`src/rtl/rr_quantum_scheduler.sv`:
```
// rr_quantum_scheduler: round-robin time-slice scheduler for one shared resource.
// One requester holds GRANT at a time. Its slice ends when it drops REQ,
// pulses DONE, or runs for its latched quantum. A one-cycle gap always
// separates consecutive slices.
module rr_quantum_scheduler #(
  parameter int N     = 4,
  parameter int WIDTH = 4,
  parameter int IDW   = 2
) (
  input  logic             CLK,
  input  logic             RESET,
  input  logic [N-1:0]     REQ,
  input  logic [N-1:0]     DONE,
  input  logic [WIDTH-1:0] QUANTUM,
  output logic [N-1:0]     GRANT,
  output logic [IDW-1:0]   GRANT_ID,
  output logic             BUSY,
  output logic             EXPIRE,
  output logic [WIDTH-1:0] SLICE_CNT
);

  localparam logic [1:0] S_IDLE    = 2'd0;
  localparam logic [1:0] S_GRANTED = 2'd1;
  localparam logic [1:0] S_GAP     = 2'd2;

  logic [1:0]       state;
  logic [IDW-1:0]   last_holder;
  logic [WIDTH-1:0] q_latched;

  logic             win_valid;
  logic [IDW-1:0]   win_id;
  logic [IDW-1:0]   cand;
  logic             slice_release;
  logic             slice_expire;
  logic             slice_end;

  // Round-robin pick: first set REQ bit scanning upward from last_holder+1.
  always_comb begin
    // NOTE: every variable gets a default first so no path leaves it unassigned (no latch).
    win_valid = 1'b0;
    win_id    = '0;
    cand      = '0;
    for (int i = 1; i <= N; i++) begin
      cand = IDW'((int'(last_holder) + i) % N);
      if (!win_valid && REQ[cand]) begin
        win_valid = 1'b1;
        win_id    = cand;
      end
    end
  end

  // End-of-slice decode; release takes priority over quantum expiry.
  always_comb begin
    slice_release = 1'b0;
    slice_expire  = 1'b0;
    if (state == S_GRANTED) begin
      slice_release = !REQ[GRANT_ID] || DONE[GRANT_ID];
      // q_latched = 0 wraps to all-ones here, giving a full 2^WIDTH slice.
      slice_expire  = !slice_release && (SLICE_CNT == q_latched - WIDTH'(1));
    end
  end

  assign slice_end = slice_release || slice_expire;
  assign EXPIRE    = slice_expire;
  assign BUSY      = |GRANT;

  // FSM, grant registers and wrap-around slice counter.
  always_ff @(posedge CLK) begin
    // NOTE: sequential state uses non-blocking assignments so all registers update together.
    if (RESET) begin
      state       <= S_IDLE;
      GRANT       <= '0;
      GRANT_ID    <= '0;
      SLICE_CNT   <= '0;
      last_holder <= IDW'(N - 1);
      q_latched   <= '0;
    end else begin
      case (state)
        S_IDLE, S_GAP: begin
          if (win_valid) begin
            state       <= S_GRANTED;
            GRANT       <= {{(N-1){1'b0}}, 1'b1} << win_id;
            GRANT_ID    <= win_id;
            last_holder <= win_id;
            q_latched   <= QUANTUM;
            SLICE_CNT   <= '0;
          end else begin
            state <= S_IDLE;
          end
        end
        S_GRANTED: begin
          if (slice_end) begin
            state     <= S_GAP;
            GRANT     <= '0;
            GRANT_ID  <= '0;
            SLICE_CNT <= '0;
          end else begin
            SLICE_CNT <= SLICE_CNT + WIDTH'(1);
          end
        end
        default: begin
          state     <= S_IDLE;
          GRANT     <= '0;
          GRANT_ID  <= '0;
          SLICE_CNT <= '0;
        end
      endcase
    end
  end

endmodule

```
`config.mk`:
```
export PLATFORM = sky130hd
export DESIGN_NAME = rr_quantum_scheduler
export DESIGN_NICKNAME = d
export VERILOG_FILES = /design/src/rtl/rr_quantum_scheduler.sv
export SDC_FILE = /design/constraint.sdc
export NUM_CORES = 1
export LEC_CHECK = 0
export BUFFER_PORTS_ARGS = -buffer_cell sky130_fd_sc_hd__clkbuf_2
export CAP_MARGIN = 15
export CORE_AREA = 4 4 42 63
export DETAILED_ROUTE_END_ITERATION = 12
export DIE_AREA = 0 0 46 67
export PLACE_DENSITY = 0.73
export SLEW_MARGIN = 20
export SYNTH_ARGS = -nofsm -noshare
export SYNTH_HDL_FRONTEND = slang
export SYNTH_SLANG_ARGS = --single-unit
```
`constraint.sdc`:
```
create_clock -name CLK -period 4.93 [get_ports CLK]
set_input_delay 0.986 -clock CLK [delete_from_list [all_inputs] [get_ports CLK]]
set_output_delay 0.986 -clock CLK [all_outputs]
set_load 0.01 [all_outputs]
```
## Word level (Yosys, flattened, before mapping)

Cells that the tools add are included.

| word-level totals | value |
|---|---|
| flip-flop bits (word level) | 18 |
| input port bits | 14 |
| output and inout bits | 12 |

| cells by class | value |
|---|---|
| $add $sub $neg | 6 |
| $lt $le $gt $ge | 5 |
| equality and inequality tests | 5 |
| shifts and indexed selects | 1 |
| multiplexer cells | 34 |
| reduce and logical (&&, ||, !) cells | 16 |

Operators by type and width:

| kind | number |
|---|---|
| $mux W4 | 4 |
| $pmux W4 S2 | 2 |
| $lt A2 B3 Y1 const B | 5 |
| $mux W2 | 7 |
| $mux W1 | 13 |
| $bmux W1 S2 | 6 |
| $pmux W2 S2 | 2 |
| $logic_not A1 Y1 | 5 |
| $add A2 B1 Y2 const B | 2 |
| $add A2 B2 Y2 const B | 2 |
| $add A4 B1 Y4 const B | 1 |
| $eq A4 B4 Y1 | 1 |
| $logic_and A1 B1 Y1 | 4 |
| $ne A2 B2 Y1 const B | 2 |
| $reduce_and A2 Y1 | 2 |
| $reduce_or A4 Y1 | 1 |
| $shl A1 B2 Y4 const A | 1 |
| $sub A4 B1 Y4 const B | 1 |
| $eq A2 B1 Y1 const B | 1 |
| $eq A2 B2 Y1 const B | 1 |
| $logic_not A2 Y1 | 1 |
| $logic_or A1 B1 Y1 | 2 |
| $reduce_or A2 Y1 | 1 |

## Longest topological paths before layout

Gate-level depths: netlist of run 1.

| logic depth | value |
|---|---|
| depth in word-level cells | 16 |
| mapped depth | 7 |

## Worst setup path after synthesis of run 1

Ideal clock, no wire load.

| path | value |
|---|---|
| path kind | in2out |
| from | input DONE[3] |
| to | output EXPIRE |
| arrival | 1776 ps |
| data required time | 3944 ps |
| slack | 2168 ps |
| cell stages on the path | 4 |
| path buffers | 0 |
| cell sequence | and2b_1 -> mux4_2 -> nand2_1 -> nor2_1 |

| on the way | value |
|---|---|
| longest elaborated chain between the ends | 6 |

Ends and longest elaborated chain:

| item | RTL line | text |
|---|---|---|
| start: declaration | 13 | `input logic [N-1:0] DONE,` |
| $bmux W1 S2 | 57 | `slice_release = !REQ[GRANT_ID] \|\| DONE[GRANT_ID];` |
| $mux W1 (implied by the code) | 57 |  |
| $logic_or A1 B1 Y1 | 57 |  |
| $logic_not A1 Y1 | 59 | `slice_expire = !slice_release && (SLICE_CNT == q_latched - WIDTH'(1));` |
| $logic_and A1 B1 Y1 | 59 |  |
| $mux W1 | 56 | `if (state == S_GRANTED) begin` |
| end: declaration | 18 | `output logic EXPIRE,` |

Every way passes these cells. The select of a mux whose other input is x is not followed.

## Final worst setup path of run 1

| path | value |
|---|---|
| from | input REQ[3] |
| to | output EXPIRE |

| on the way | value |
|---|---|
| longest elaborated chain between the ends | 7 |

Ends and longest elaborated chain:

| item | RTL line | text |
|---|---|---|
| start: declaration | 12 | `input logic [N-1:0] REQ,` |
| $bmux W1 S2 | 57 |  |
| $mux W1 (implied by the code) | 57 |  |
| $logic_not A1 Y1 | 57 |  |
| $logic_or A1 B1 Y1 | 57 |  |
| $logic_not A1 Y1 | 59 |  |
| $logic_and A1 B1 Y1 | 59 |  |
| $mux W1 | 56 |  |

Every way passes these cells. The select of a mux whose other input is x is not followed.

==> results of run 1 <==
## kinds of logic after synthesis
| logic type | after synthesis |
|---|---|
| buffers and inverters | 13 |
| xor gates and xnor gates | 5 |
| muxes | 2 |
| adders and majority gates | 2 |
| and+or+nand+nor | 41 |
| DFF | 18 |
| AOI/OAI and AO/OA | 34 |
## power by group
group / total [µW] / internal (µW) / switching, µW
logic: 80.6 / 36.5 / 44.1
registers: 167 / 156 / 10.7
clock network: 95.2 / 45.1 / 50.0
total: 343 / 238 / 105
## Yosys cell counts, types with 2 or more instances
cell,instances
dfxtp_1,18
nand2_1,13
a21oi_1,10
inv_1,9
nor2_1,9
nor2b_1,4
a22o_1,3
clkbuf_1,3
o32ai_1,3
a211o_1,2
and2_1,2
ha_1,2
nor3_1,2
o21bai_1,2
o22ai_1,2
or2_2,2
or3b_1,2
xnor2_1,2
xor2_1,2
## how the worst max path moves through the flow
stage                     startpoint      to  slack (ns)  cells past startpoint
after CTS                     REQ[3]  EXPIRE        1.87                      6
after global routing          REQ[3]  EXPIRE        1.82                      6
final                         REQ[3]  EXPIRE        1.87                      6
after floorplan              DONE[3]  EXPIRE        2.17                      4
after global placement        REQ[3]  EXPIRE        1.88                      6
after detailed placement      REQ[3]  EXPIRE        1.87                      6
## cells in the final DEF, fill, tap and decap left out, types with 2 or more instances in the layout
cell      synthesis  final
and2_1            2      2
or3b_1            2      2
xnor2_1           2      2
o22ai_1           2      2
clkbuf_4          0      3
o32ai_1           3      3
inv_1             9      9
clkbuf_2          0     25
a211o_1           2      2
nand2_1          13     13
xor2_1            2      2
ha_1              2      2
o21bai_1          2      2
or2_2             2      2
nor2_1            9      9
nor2b_1           4      4
dfxtp_1          18     18
nor3_1            2      2
a21oi_1          10     10
a22o_1            3      3
## area by class of cell
class | instances | share of cell area
Inverter | 9 | 0.0285
Multi-Input combinational cell | 84 | 0.506
Clock buffer | 4 | 0.0307
Sequential cell | 18 | 0.304
Tap cell | 23 | 0.0243
Timing Repair Buffer | 25 | 0.106
## metal layers
layer,global-route usage,up-vias,routed length [µm],part of all wire
li1,-,461,-,-
met1,0.203,418,1020,0.46
met2,0.264,20,1100,0.49
met3,0.0243,5,80,0.036
met4,0.0747,0,38,0.017
met5,0,-,0,0
## metrics by stage
stage,setup WS (ns),total power (µW)
after floorplan,2.17,226
after global routing,1.82,361
after detailed placement,1.87,251
after global placement,1.88,248
final,1.87,343
after CTS,1.87,344
## worst max-delay path, delay by kind of cell
family        cells  cell delay (ns)
buf+inv           2             0.27
mux               1             0.51
simple gates      3             0.31
## sequential cells by signal, indices dropped and copies added (netlist names)
| name | count |
|---|---|
| GRANT | 4 |
| SLICE_CNT | 4 |
| q_latched | 4 |
| GRANT_ID | 2 |
| last_holder | 2 |
| state | 2 |
==> out/metrics.csv, run 1 <==
stage;metric;value;unit
clocking;post_cts.repair.setup_buffers;0;
final_layout;seq_area;360;µm²
pwr;total_leakage_power;0.000540;µW
logic_synthesis;yosys-mux-area-fraction;0.0322;
logic_synthesis;synth_cell_type_count;42;
worst_setup_path;endpoint_of_the_lowest_slack_register_to_register_path;state[1]$_SDFFE_PP0P_;
global_route;grt_start_max_net_pins;19;
clocking;clock_tree_from_tritoncts;built;
sta;min_period_over_period;0.621;
drt;routed-via-count;904;
logic_synthesis;syn_avg_cell_area;8.78;µm²
worst_setup_path;rr_startpoint;q_latched[0]$_SDFFE_PP0P_;
floorplanning;core;2150;µm²
worst_setup_path;worst_r2r_path_depth;6;
run;max-cap-violations;0;
logic_synthesis;synthAdderAreaFrac;0.0248;
status;outcome;completed;
clocking;clock_network_latency_to_the_later_pin_of_the_worst_skew_pair;0.30;ns
floorplanning;std_cell_rows;21;
worst_setup_path;worst_ep_required_time;3.94;ns
logic_synthesis;syn_area;1010;µm²
logic_synthesis;synth-seq-area-share;0.357;
clocking;cts.reportedPaths.clkPinSlew;0.11;ns
logic_synthesis;syn_inst;115;
sta;slew_headroom;0.674;
global_route;global_route_wire_length_before_repair;3740;µm
clocking;cts_buffer_depth;2;
final_layout;layout-drive-gt1-share;0.264;
logic_synthesis;yosysTopAreaCell;dfxtp_1;
placement;io_buffer_count;25;
final_layout;areaGrowthSynthToFinish;17.2;%
drt;drt-wirelength-per-cell;13.7;µm
clocking;buffer_type_at_the_clock_tree_root;clkbuf_4;
final_layout;instances_no_fill;163;
worst_setup_path;start_kind;input pin;
placement;place_congestion;0.807;
logic_synthesis;yosys_warning_total;0;
final_layout;num-nets-final;157;
floorplanning;die_area;3080;µm²
logic_synthesis;synth-async-reset-ratio;0;
drt;drc_errors;0;
drt;detailedRoute.firstPassIterationCount;2;
clocking;cts_inserted_buffers;3;
placement;placed_cell_count;159;
final_layout;multiInputGateArea;599;µm²
global_route;grtUsageTotal;0.163;
worst_setup_path;cp_slowest_stage_delay;0.51;ns
clocking;post_cts_hold_buffer_count;0;
global_route;antenna_found_initial;0;
clocking;h-tree-depth;1;
worst_setup_path;cpMostUsedCell;clkbuf_2;
worst_setup_path;cpMaxStageDelayCell;mux4_2;
sta;final_period_minus_worst_setup_slack;3.06;ns
drt;drtAntennaViolNets;0;
logic_synthesis;mappedNetlistNets;131;
placement;placed_cell_area;1150;µm²
sta;report.final.slew_viol_count;0;
worst_setup_path;list_of_cells_traversed_by_the_critical_path;clkbuf_2 -> and2b_1 -> mux4_2 -> nand2_1 -> nor2_1 -> clkbuf_2;
logic_synthesis;netlist.area_leader.share;0.357;
sta;achievable-frequency;327;MHz
logic_synthesis;synth_seq_cells;18;
floorplanning;die_width;46;µm
sta;min_hold_slack;0.452;ns
drt;drt_iter0_drcs;18;
logic_synthesis;synth_compound_gate_area_share;0.257;
logic_synthesis;synth_xor_area_frac;0.0570;
sta;timing.setup.tns;0;ns
logic_synthesis;synth.top_cells.by_area;dfxtp_1, a21oi_1, nand2_1;
worst_setup_path;crit_fanout;7;
sta;timing_worst_slew_pin_value;0.488;ns
clocking;cts_resized;0;
floorplanning;count_of_pins_on_the_block_boundary;26;
min_path;holdCritStartpoint;state[1]$_SDFFE_PP0P_;
pwr;power.density;289;nW/µm²
logic_synthesis;synth-main-ff-cell;dfxtp_1;
global_route;grt_remaining_overflow;0;
global_route;number_of_global_route_vias_before_repair;879;
worst_setup_path;timing.reg2reg.setup_slack;3.08;ns
logic_synthesis;synth_edf_count;0;
final_layout;antennaDiodeCount;0;
min_path;holdCritPathClass;reg2reg;
worst_setup_path;timing.critical_path.arrival;2.08;ns
final_layout;final_core_util;0.549;
clocking;clkSinkCount;18;
drt;wirelength;2240;µm
floorplanning;floorplan.die.height;67;µm
sta;finalHoldViolations;0;
sta;setup-violations-final;0;
pwr;irDropWorstVdd;121;µV
min_path;hold_path_depth;1;
sta;rsz0062_at_grt;no;
drt;vias_per_cell;5.55;
worst_setup_path;worstSetupEndpointType;primary output;
final_layout;filler_cell_count;209;
sta;timing.clock.skew;0.00150;ns
final_layout;postLayoutCellArea;1180;µm²
worst_setup_path;timing.setup.critical_path_class;in2out;
floorplanning;initial_utilization;0.469;
min_path;worstHoldEndpoint;state[1]$_SDFFE_PP0P_;
logic_synthesis;yosys.area_share.simple;0.223;
logic_synthesis;largest_family_of_logic_cells_by_synthesized_area;compound AO/OA/AOI/OAI gates;
placement;hpwlAfterDp;1710;µm
Note: power is estimated with default switching activity, not from simulation.
==> inputs of run 2 (changes only) <==
--- a/config.mk
+++ b/config.mk
@@ -5,12 +5,13 @@
 export SDC_FILE = /design/constraint.sdc
 export NUM_CORES = 1
 export LEC_CHECK = 0
+export ABC_AREA = 1
 export BUFFER_PORTS_ARGS = -buffer_cell sky130_fd_sc_hd__clkbuf_2
 export CAP_MARGIN = 15
-export CORE_AREA = 4 4 42 63
+export CORE_AREA = 4 4 47 69
 export DETAILED_ROUTE_END_ITERATION = 12
-export DIE_AREA = 0 0 46 67
-export PLACE_DENSITY = 0.73
+export DIE_AREA = 0 0 51 73
+export PLACE_DENSITY = 0.71
 export SLEW_MARGIN = 20
 export SYNTH_ARGS = -nofsm -noshare
 export SYNTH_HDL_FRONTEND = slang
==> constraint.sdc (replaced) <==
create_clock -name CLK -period 3.14 [get_ports CLK]
set_input_delay 0.628 -clock CLK [delete_from_list [all_inputs] [get_ports CLK]]
set_output_delay 0.628 -clock CLK [all_outputs]
set_load 0.01 [all_outputs]
==> run 2 against run 1 <==
Utilization fell by 0.75 points. First-iteration DRC count rose by 22%. Critical path depth rose by 2. Count of clock-buffer cells in the layout did not move. Cell count rose by 64%. Global-route usage rose by 0.16 points. Critical endpoint unchanged. Sequential cell count did not move. Sequential share of layout area fell by 5.6 points. Critical path type is now reg2out. Sequential power rose by 120%. Largest cell class unchanged. Via count rose by 45%.
==> out/metrics.csv, run 2 <==
stage;metric;value;unit;change
status;outcome;completed;;
floorplanning;die_area;3720;µm²;+21%
floorplanning;floorplan.die.height;73;µm;+9.0%
final_layout;areaGrowthSynthToFinish;14.5;%;
logic_synthesis;netlist.area_leader.share;0.285;;-0.0723
placement;placed_cell_area;1400;µm²;+22%
sta;finalHoldViolations;0;;unchanged
clocking;clkSinkCount;18;;unchanged
drt;drtAntennaViolNets;0;;unchanged
worst_setup_path;timing.critical_path.arrival;1.79;ns;-0.29 ns
final_layout;final_core_util;0.542;;-0.00752
sta;final_period_minus_worst_setup_slack;2.41;ns;
worst_setup_path;start_kind;flop;;
clocking;buffer_type_at_the_clock_tree_root;clkbuf_8;;
global_route;global_route_wire_length_before_repair;4700;µm;+26%
clocking;cts_inserted_buffers;3;;unchanged
logic_synthesis;most_common_cell_in_the_synthesized_netlist;nand2_1;;
logic_synthesis;syn_avg_cell_area;6.15;µm²;-30%
floorplanning;initial_utilization;0.473;;+0.00448
pwr;irDropWorstVdd;527;µV;+340%
logic_synthesis;syn_area;1270;µm²;+25%
final_layout;mostFrequentLayoutCells;nand2_1, inv_1, clkbuf_2;;
floorplanning;count_of_pins_on_the_block_boundary;26;;unchanged
worst_setup_path;crit_fanout;6;;-1
run;max-cap-violations;0;;unchanged
pwr;power.density;895;nW/µm²;+210%
clocking;cts_buffer_depth;2;;unchanged
worst_setup_path;endpoint_of_the_lowest_slack_register_to_register_path;GRANT[3]$_SDFFE_PP0P_;;
sta;slew_headroom;0.726;;+0.0526
clocking;clock_tree_from_tritoncts;built;;
min_path;hold_path_depth;1;;unchanged
drt;vias_per_cell;4.90;;-12%
sta;report.final.slew_viol_count;0;;unchanged
logic_synthesis;synth-seq-area-share;0.285;;-0.0723
final_layout;postLayoutCellArea;1450;µm²;+23%
placement;place_congestion;0.789;;-2.2%
clocking;cts.reportedPaths.clkPinSlew;0.07;ns;-0.04 ns
sta;achievable-frequency;414;MHz;
logic_synthesis;synth-main-ff-cell;dfxtp_1;;
logic_synthesis;synth_edf_count;0;;unchanged
floorplanning;core;2680;µm²;+24%
pwr;comb_power_share;0.573;;+0.338
worst_setup_path;crit_start;q_latched[0]$_SDFFE_PP0P_;;
logic_synthesis;synth_top_cells_by_count;nand2_1, inv_1, nand3_1;;
logic_synthesis;synth_cell_type_count;26;;-38%
drt;detailedRoute.firstPassIterationCount;4;;+2
logic_synthesis;syn_inst;206;;+79%
pwr;switching_share;0.488;;+0.182
min_path;holdCritStartpoint;state[0]$_SDFFE_PP0P_;;
sta;timing_worst_slew_pin_value;0.410;ns;-0.0783 ns
sta;rsz0062_at_grt;no;;
final_layout;antennaDiodeCount;0;;unchanged
clocking;cts_resized;0;;unchanged
clocking;h-tree-depth;1;;unchanged
worst_setup_path;rr_startpoint;last_holder[0]$_SDFFE_PP1P_;;
min_path;holdCritPathClass;reg2reg;;
drt;routed-via-count;1308;;+45%
final_layout;layout-drive-gt1-share;0.217;;-0.0469
drt;drt-wirelength-per-cell;10.1;µm;-26%
logic_synthesis;yosysTopAreaCell;dfxtp_1;;
global_route;grt_remaining_overflow;0;;unchanged
floorplanning;die_width;51;µm;+11%
worst_setup_path;timing.reg2reg.setup_slack;1.22;ns;-1.86 ns
placement;hpwlAfterDp;2270;µm;+32%
pwr;internal-power;664;µW;+180%
pwr;clock_power_share;0.144;;-0.134
final_layout;filler_cell_count;288;;+38%
logic_synthesis;mappedNetlistNets;222;;+69%
min_path;worstHoldEndpoint;last_holder[1]$_SDFFE_PP1P_;;
global_route;grtUsageTotal;0.164;;+0.00158
pwr;total_leakage_power;0.000805;µW;+49%
logic_synthesis;synth.top_cells.by_area;dfxtp_1, nand2_1, nand3_1;;
drt;drt_iter0_drcs;22;;+4
placement;io_buffer_count;25;;unchanged
worst_setup_path;timing.setup.critical_path_class;reg2out;;
final_layout;num-nets-final;247;;+57%
clocking;clock_network_latency_to_the_later_pin_of_the_worst_skew_pair;0.25;ns;-0.05 ns
worst_setup_path;worstSetupEndpointType;primary output;;
clocking;post_cts.repair.setup_buffers;0;;unchanged
pwr;switching_power;634;µW;+500%
sta;min_period_over_period;0.769;;
global_route;grt_start_max_net_pins;15;;-4
global_route;antenna_found_initial;0;;unchanged
final_layout;largest_registers;GRANT (4), SLICE_CNT (4), q_latched (4);;
sta;setup-violations-final;0;;unchanged
sta;timing.clock.skew;0.00393;ns;+0.00243 ns
drt;wirelength;2700;µm;+20%
worst_setup_path;worst_ep_required_time;2.51;ns;-1.43 ns
logic_synthesis;synth-async-reset-ratio;0;;unchanged
pwr;finalPower;1300;µW;+280%
floorplanning;std_cell_rows;23;;+9.5%
logic_synthesis;yosys_warning_total;0;;unchanged
logic_synthesis;synth_seq_cells;18;;unchanged
worst_setup_path;worst_r2r_path_depth;11;;+5
sta;timing.setup.tns;0;ns;unchanged
pwr;seq_power_share;0.283;;-0.204
drt;drc_errors;0;;unchanged
global_route;number_of_global_route_vias_before_repair;1118;;+27%
final_layout;mostFrequentLayoutCell;nand2_1;;
clocking;post_cts_hold_buffer_count;0;;unchanged
## run 2: cell count changes in the layout (fill, tap and decap cells not counted), sizes merged, moves of 4 or more
cell	change
nor2b	-4
inv	+22
o21ai	+8
nand3	+22
nand2	+66
nor2	+9
nand4	+4
## run 2: cell families (layout without fill, tap and decap cells)
logic type | Yosys count | count (layout) | share of synthesized area
flops | 18 | 18 | 0.285
compound gates | 18 | 18 | 0.0771
buf+inv | 36 | 60 | 0.127
fa+ha+maj | 2 | 2 | 0.0198
xor+xnor | 3 | 3 | 0.0208
simple gates | 129 | 129 | 0.470
## run 2: cell type report
cell class,count,area [µm²],area share
Clock buffer,4,55.1,0.0380
Inverter,31,119,0.0820
Multi-Input combinational cell,152,744,0.513
Sequential cell,18,360,0.248
Timing Repair Buffer,25,125,0.0863
Tap cell,37,46.3,0.0319
## run 2: per-stage QoR
step | setup slack [ns] | hold WS (ns) | instances
final | 0.725 | 0.450 | 267
after global routing | 0.507 | 0.470 | 267
after CTS | 0.703 | 0.456 | 267
after detailed placement | 0.986 | 0.442 | 263
after global placement | 1.01 | 0.438 | 263
after floorplan | 1.12 | 0.424 | 206
## run 2: routing by layer
| layer | GRT usage | wire (µm) | share of wire | vias up |
|---|---|---|---|---|
| met5 | 0 | 0 | 0 | - |
| met4 | 0.102 | 90 | 0.033 | 0 |
| met3 | 0.0204 | 89 | 0.033 | 9 |
| met2 | 0.294 | 1470 | 0.54 | 24 |
| met1 | 0.179 | 1050 | 0.39 | 577 |
| li1 | - | - | - | 698 |
## run 2: power groups by stage
stage | logic (µW) | registers (µW) | clock network [µW]
after detailed placement | 753 | 374 | 0
after global routing | 853 | 383 | 203
after floorplan | 621 | 358 | 0
after global placement | 743 | 371 | 0
after CTS | 754 | 369 | 195
final | 743 | 368 | 186
## run 2: how the worst max path moves through the flow
stage	endpoint	slack (ns)	cells past startpoint
floorplan	EXPIRE	1.12	8
global placement	EXPIRE	1.01	9
detailed placement	EXPIRE	0.99	8
CTS	EXPIRE	0.70	8
global route	EXPIRE	0.51	9
finish	EXPIRE	0.73	8
## run 2: critical path: stages (launching register included)
cell,delay (ns)
dfxtp_1,0.39
inv_1,0.06
ha_1,0.30
nand2_1,0.07
nand2_1,0.05
nor3_1,0.12
nand3_1,0.19
nor3_1,0.18
clkbuf_2,0.16
